===== config.mk =====
export PLATFORM = sky130hd
export DESIGN_NAME = rc_bist
export DESIGN_NICKNAME = d
export VERILOG_FILES = /design/src/rtl/rc_bist.sv
export SDC_FILE = /design/constraint.sdc
export NUM_CORES = 1
export LEC_CHECK = 0
export ABC_AREA = 1
export ABC_CLOCK_PERIOD_IN_PS = 1700
export CAP_MARGIN = 5
export CORE_ASPECT_RATIO = 1.25
export CORE_MARGIN = 4
export CORE_UTILIZATION = 51
export CTS_CLUSTER_SIZE = 28
export DETAILED_ROUTE_END_ITERATION = 6
export PLACE_DENSITY_LB_ADDON = 0.25
export SETUP_SLACK_MARGIN = 0.15
export SLEW_MARGIN = 40
export SYNTH_ARGS = -nofsm -noshare
export SYNTH_HDL_FRONTEND = slang
export SYNTH_SLANG_ARGS = --single-unit

===== constraint.sdc =====
create_clock -name clock -period 1.7 [get_ports clock]
set_input_delay 0.425 -clock clock [delete_from_list [all_inputs] [get_ports clock]]
set_output_delay 0.425 -clock clock [all_outputs]
set_load 0.02 [all_outputs]

===== src/rtl/rc_bist.sv =====
// Self-test engine for the rc block (z = x | y, w = x & y): walks the four
// input patterns, samples z/w after a settle time and reports pass/fail.
module rc_bist #(
  parameter int unsigned SETTLE = 2
) (
  input  logic       clock,
  input  logic       reset_,
  input  logic       start,
  input  logic       z,
  input  logic       w,
  output logic       x,
  output logic       y,
  output logic       busy,
  output logic       done,
  output logic       pass,
  output logic [2:0] err_count,
  output logic [3:0] fail_vec
);

  typedef enum logic [1:0] {IDLE, RUN, DONE} state_t;

  localparam logic [3:0] CNT_INIT = 4'(SETTLE - 1);

  state_t     state;
  logic [1:0] idx;
  logic [3:0] cnt;

  logic       exp_z, exp_w, miss;
  logic [1:0] idx_next;
  logic [3:0] fail_vec_next;
  logic [2:0] err_count_next;

  // Pattern order {x,y}: 00, 10, 01, 11; x/y are registered so they already
  // hold pattern[idx] whenever z/w are sampled.
  always_comb begin
    exp_z          = x | y;
    exp_w          = x & y;
    miss           = !((z == exp_z) && (w == exp_w));
    idx_next       = idx + 2'd1;
    fail_vec_next  = fail_vec | (4'(miss) << idx);
    err_count_next = err_count + {2'b00, miss};
  end

  always_ff @(posedge clock or negedge reset_) begin
    if (!reset_) begin
      state     <= IDLE;
      idx       <= '0;
      cnt       <= '0;
      x         <= 1'b0;
      y         <= 1'b0;
      busy      <= 1'b0;
      done      <= 1'b0;
      pass      <= 1'b0;
      err_count <= '0;
      fail_vec  <= '0;
    end else begin
      case (state)
        IDLE, DONE: begin
          if (start) begin
            state     <= RUN;
            idx       <= '0;
            cnt       <= CNT_INIT;
            x         <= 1'b0;
            y         <= 1'b0;
            busy      <= 1'b1;
            done      <= 1'b0;
            pass      <= 1'b0;
            err_count <= '0;
            fail_vec  <= '0;
          end
        end
        RUN: begin
          if (cnt != '0) begin
            cnt <= cnt - 4'd1;
          end else begin
            fail_vec  <= fail_vec_next;
            err_count <= err_count_next;
            if (idx != 2'd3) begin
              idx <= idx_next;
              cnt <= CNT_INIT;
              x   <= idx_next[0];
              y   <= idx_next[1];
            end else begin
              state <= DONE;
              x     <= 1'b0;
              y     <= 1'b0;
              busy  <= 1'b0;
              done  <= 1'b1;
              pass  <= (err_count_next == 3'd0);
            end
          end
        end
        default: state <= IDLE;
      endcase
    end
  end

endmodule


==> results.yml, run 1 <==
run_status:
  status: "complete, no violations"
yosys:
  ys_warn_count: 0
  ys_ff_latch: 20
  synth.top_cell.area_share_pct: 48.6
  ys_seq_area_share_pct: 48.6
  syn_nets: 123
  synthCells: 113
  yosysUniqueCellTypes: 21
  synth_area_leader_cell: "dfrtp_1"
  avgSynthCellArea_um2: 9.11
  syn_area_mm2: 0.00103
  synthTopCellsByArea: "dfrtp_1 49%, nand2_1 8.0%, ha_1 6.1%"
critical_path:
  crit_chain: "nor2_2 -> nand2_1 -> nand2_1 -> nand2_2 -> ha_4 -> ha_4 -> xnor2_2 -> nand3_1 -> o21ai_1"
  arrival_ns: 1.80
  criticalPathCategory: "flip-flop to flip-flop"
  cp.required_ns: 1.94
  slowest_stage: "dfrtp_2"
  rr_worst_depth: 9
  slowest_delay_ns: 0.45
  r2r_slack_ns: 0.14
  startpoint_type: "flip-flop"
  critPathMaxFanout: 6
  worst_setup_path_end_kind: "flip-flop"
timing:
  fmax_ghz: 0.641
  finalSetupTns_ns: 0
  period_share_pct: 91.7
  fin_skew_ns: 0.00289
  hold_viol_final: 0
  rsz0062_at_grt: "true"
  fin_crit_ns: 1.56
  slew_viol_final: 0
  relSlewSlack_pct: 80.1
  setup_viol: 0
  worst_pin_slew_ns: 0.298
clock_network:
  clkSlewWorstSetupHoldPaths_ns: 0.11
  clkLatencyLatePin_ns: 0.31
  h-tree-depth: 1
  clkSinkCount: 20
  cts_made_buffers: 3
  ctsRootBufferMaster: "clkbuf_4"
  cts_buffer_depth: 2
  cts_tree: "built"
routing:
  vias: 803
  drc_errors: 0
  ant_nets: 0
  totalWireLength_um: 2040
  drt_iter0_markers: 12
  viasPerCell: 5.18
  routedWlPerCell_um: 13.1
  dr.pass1.iters: 4
place:
  dp.cells: 150
  io_buffer_count: 16
  dp_hpwl_um: 1580
  gp_congestion: 0.729
pwr:
  p_sw_w: 0.00107
  p_clk_share_pct: 11.7
  p_leak_nw: 0.646
  ir_drop_uv: 1020
  swShare_pct: 45.1
  p_comb_share_pct: 53.0
  p_int_w: 0.00130
  p_per_area_mw_per_mm2: 1820
  p_seq_share_pct: 35.3
floorplan:
  num_rows: 17
  die_y_um: 58.2
  core_mm2: 0.00185
  die_w_um: 48.2
  start_util_pct: 55.6
  ios: 17
  design.die.area_mm2: 0.00281
grt:
  antenna_found_initial: 0
  overflow: 0
  grt_pass1_vias: 846
  grt_pass1_wl_um: 3530
  grt_max_degree: 21
  grt_use_total_pct: 17.6
finish:
  layout.cells.non_filler: 155
  fillers: 143
  area_growth_pct: 26.5
  drive_above_1_share_pct: 22.1
  n_antenna_cell: 0
  fin_nets: 147
flow_run:
  maxCapViolCount: 0
hold_path:
  min_path_type: "primary input to async pin"
==> worst max-delay path: cells and delay by family (launching register included) <==
kind,cells,cell delay [ns]
flip-flops,1,0.45
AND/OR/NAND/NOR,5,0.38
adder cells (fa/ha/maj),2,0.32
XOR/XNOR,1,0.18
AO/OA/AOI/OAI,1,0.15
==> Yosys cell counts, drive strengths merged <==
| library cell | n |
|---|---|
| dfrtp | 20 |
| ha | 5 |
| inv | 15 |
| nand2 | 27 |
| nand3 | 7 |
| nand3b | 2 |
| nand4 | 4 |
| nor2 | 14 |
| nor4 | 1 |
| o21ai | 15 |
| o22ai | 1 |
| xnor2 | 1 |
| xor2 | 1 |
==> path summary, 6_finish.rpt <==
path / startpoint / end
min in group clock: busy / busy
min: reset_ / pass
min reg2reg: busy / busy
max in group asynchronous: reset_ / y
max: x / pass
max reg2reg: x / pass
==> flip-flops by register name (all words and copies together) (netlist names) <==
register,cells
done,1
cnt,4
x,1
fail_vec,4
pass,1
busy,1
y,1
err_count,3
state,2
idx,2
==> cell usage in the layout (no fill, tap or decap), types with 3 or more instances in the layout <==
master / instances
clkbuf_4: 3
nand2_2: 3
o21ai_0: 9
nor2_1: 12
inv_1: 10
nand3_1: 5
o21ai_1: 4
buf_4: 3
dfrtp_1: 18
nand4_1: 4
nand2_1: 21
inv_2: 5
dlygate4sd2_1: 12
==> per-layer routing <==
metal  share of wire [%]  global-route usage [%]
met1                  41                    19.7
met2                  52                    30.0
met4                 2.7                    9.23
met5                   0                       0
met3                 3.9                    2.80
==> timing repair <==
item / in CTS / in global routing
setup buffers: 0 / 1
setup endpoints to repair: 15 / 12
gates resized for setup: 18 / 10
hold buffers: 0 / 0
pin swaps: 3 / 6
==> area by class of cell <==
cell class	instances	area [µm²]	area share, %
flip-flops and latches	20	503	38.6
multi-input cells	78	513	39.4
clock buffers	4	36.3	2.79
repair buffers	19	170	13.1
inverters	15	56.3	4.32
well taps	19	23.8	1.83
==> power groups by stage <==
stage               clock network (W)  registers (W)  logic [W]
floorplan                           0       0.000965   0.000698
global placement                    0       0.000820    0.00123
detailed placement                  0       0.000834    0.00128
CTS                          0.000287       0.000821    0.00122
global route                 0.000311       0.000867    0.00141
finish                       0.000278       0.000839    0.00126
==> through the flow <==
step / hold WS, ns / util [%] / area (µm²) / setup slack [ns] / total power [W]
2_1_floorplan: 0.129 / - / 1030 / 0.165 / 0.00166
3_3_place_gp: 0.480 / 66.5 / 1230 / -0.277 / 0.00205
3_5_place_dp: 0.482 / 66.5 / 1230 / -0.373 / 0.00212
4_1_cts: 0.446 / 68.3 / 1260 / 0.0877 / 0.00233
5_1_grt: 0.463 / 70.4 / 1300 / 0.0681 / 0.00259
6_report: 0.443 / 70.4 / 1300 / 0.141 / 0.00237
==> cell families after synthesis <==
group                    synth area share, %
adder cells (fa/ha/maj)                 6.08
buffers and inverters                   5.47
AO/OA/AOI/OAI                           8.63
XOR/XNOR                                1.70
flip-flops                              48.6
AND/OR/NAND/NOR                         29.5
Power figures use the tool's default switching activity.
==> inputs of run 2 (changes only) <==
--- a/config.mk
+++ b/config.mk
@@ -11,6 +11,7 @@
 export CORE_ASPECT_RATIO = 1.25
 export CORE_MARGIN = 4
 export CORE_UTILIZATION = 51
+export CTS_CLUSTER_DIAMETER = 80
 export CTS_CLUSTER_SIZE = 28
 export DETAILED_ROUTE_END_ITERATION = 6
 export PLACE_DENSITY_LB_ADDON = 0.25
==> results of run 2 <==
No change in the layout: final DEF, timing and power equal those of run 1.
==> inputs of run 3 (changes only) <==
--- a/config.mk
+++ b/config.mk
@@ -20,3 +20,4 @@
 export SYNTH_ARGS = -nofsm -noshare
 export SYNTH_HDL_FRONTEND = slang
 export SYNTH_SLANG_ARGS = --single-unit
+export TNS_END_PERCENT = 10
==> run 3 against run 2 <==
Effect of this change:
- count of clock-buffer cells in the layout did not move
- utilization rose by 0.14 points
- sequential power fell by 0.5%
- largest cell class unchanged
- global-route usage rose by 0.36 points
==> results.yml, run 3 (same netlist as run 1, synthesis figures left out) <==
run_status:
  status: "complete, no violations"
grt:
  antenna_found_initial: 0
  grt_use_met2_pct: 30.6
  grt_pass1_wl_um: 3590
  met1_usage_pct: 20.3
  grt_max_degree: 21
  grt_pass1_vias: 857
  grt_use_total_pct: 18.0
  overflow: 0
  grt_use_met3_pct: 2.80
  top_usage_layer: "met2"
routing:
  drc_errors: 0
  ant_nets: 0
  viasPerCell: 5.16
  totalWireLength_um: 2080
  dr.pass1.iters: 5
  drt_iter0_markers: 14
  routedWlPerCell_um: 13.4
  vias: 800
timing:
  worst_pin_slew_ns: 0.296
  period_share_pct: 92.3
  fmax_ghz: 0.637
  fin_skew_ns: 0.00147
  finalSetupTns_ns: 0
  fin_crit_ns: 1.57
  rsz0062_at_grt: "true"
  holdWs_ns: 0.441
  setup_viol: 0
  slew_viol_final: 0
  fin_ws_ns: 0.131
  hold_viol_final: 0
  relSlewSlack_pct: 80.2
finish:
  reg_top3: "cnt (4), fail_vec (4), err_count (3)"
  drive_above_1_share_pct: 20.6
  layout_commonest_cell: "nand2_1"
  n_antenna_cell: 0
  area_growth_pct: 26.7
  final_cell_mix: "21 x nand2_1, 18 x dfrtp_1, 12 x inv_1, 12 x nor2_1, 12 x dlygate4sd2_1"
  fin_nets: 147
  layout.cells.non_filler: 155
critical_path:
  reg2reg_to: "pass"
  regToRegStartpoint: "x"
  startpoint_type: "flip-flop"
  criticalPathCategory: "flip-flop to flip-flop"
  cp.required_ns: 1.94
  worst_setup_path_end_kind: "flip-flop"
  rr_worst_depth: 9
  arrival_ns: 1.81
  critPathMaxFanout: 6
  r2r_slack_ns: 0.13
place:
  io_buffer_count: 16
  dp.cells: 150
  dp_hpwl_um: 1580
  gp_congestion: 0.729
  place_ws_ns: -0.373
clock_network:
  h-tree-depth: 1
  cts_tree: "built"
  clkSinkCount: 20
  clkLatencyLatePin_ns: 0.31
  cts_buffer_depth: 2
  hold_buffers: 0
  cts_made_buffers: 3
  clkSlewWorstSetupHoldPaths_ns: 0.11
  ctsRootBufferMaster: "clkbuf_4"
floorplan:
  core_mm2: 0.00185
  num_rows: 17
  die_y_um: 58.2
  design.die.area_mm2: 0.00281
  start_util_pct: 55.6
  ios: 17
  die_w_um: 48.2
pwr:
  p_leak_nw: 0.659
  ir_drop_uv: 1020
  p_per_area_mw_per_mm2: 1820
flow_run:
  maxCapViolCount: 0
hold_path:
  min_path_type: "primary input to async pin"
run 3: cell count changes in the layout (fill, tap and decap cells not counted):
cell and delta:
inv_1 +2, o21ai_0 +1, o21ai_1 -1, dlymetal6s2s_1 +1
clkdlybuf4s15_1 -1, inv_2 -2
run 3: critical path: stages (launching register included):
cell and delay [ns]:
dfrtp_2 0.46, nor2_2 0.10, nand2_1 0.05, nand2_1 0.07
nand2_2 0.07, ha_4 0.16, ha_4 0.16, xnor2_2 0.18
nand3_1 0.09, o21ai_1 0.15
run 3: worst max-delay path by stage:
| stage | startpoint | endpoint | slack [ns] | cells past startpoint |
|---|---|---|---|---|
| after floorplan | y | pass | 0.16 | 9 |
| after global placement | w | pass | -0.28 | 11 |
| after detailed placement | w | pass | -0.37 | 11 |
| after CTS | w | pass | 0.005 | 11 |
| after global routing | x | pass | 0.06 | 10 |
| final | x | pass | 0.13 | 9 |
run 3: layout make-up:
type,instances,area (µm²)
Clock buffer,4,36.3
Tap cell,19,23.8
Timing Repair Buffer,19,173
Sequential cell,20,503
Inverter,15,56.3
Multi-Input combinational cell,78,513
Fill cell,141,546
run 3: what timing repair did:
| action | CTS | global route |
|---|---|---|
| setup endpoints to repair | 15 | 13 |
| resized for setup | 14 | 10 |
| setup buffers | 0 | 1 |
| pin swaps | 2 | 5 |
run 3: where the power goes:
part | internal [W] | switching (W) | total, W
combinational | 0.000487 | 0.000770 | 0.00126
clock | 0.000131 | 0.000151 | 0.000282
sequential | 0.000683 | 0.000152 | 0.000835
run 3: per-layer routing:
metal / vias up / wire, µm
li1: 416 / -
met1: 360 / 874
met2: 19 / 1070
met3: 5 / 87
met4: 0 / 54
met5: - / 0
run 3: per-stage QoR:
| step | power (W) | area (µm²) | util [%] |
|---|---|---|---|
| after global placement | 0.00205 | 1230 | 66.5 |
| after detailed placement | 0.00212 | 1230 | 66.5 |
| after floorplan | 0.00166 | 1030 | - |
| after global routing | 0.00259 | 1310 | 70.5 |
| final | 0.00237 | 1310 | 70.5 |
| after CTS | 0.00232 | 1260 | 68.1 |
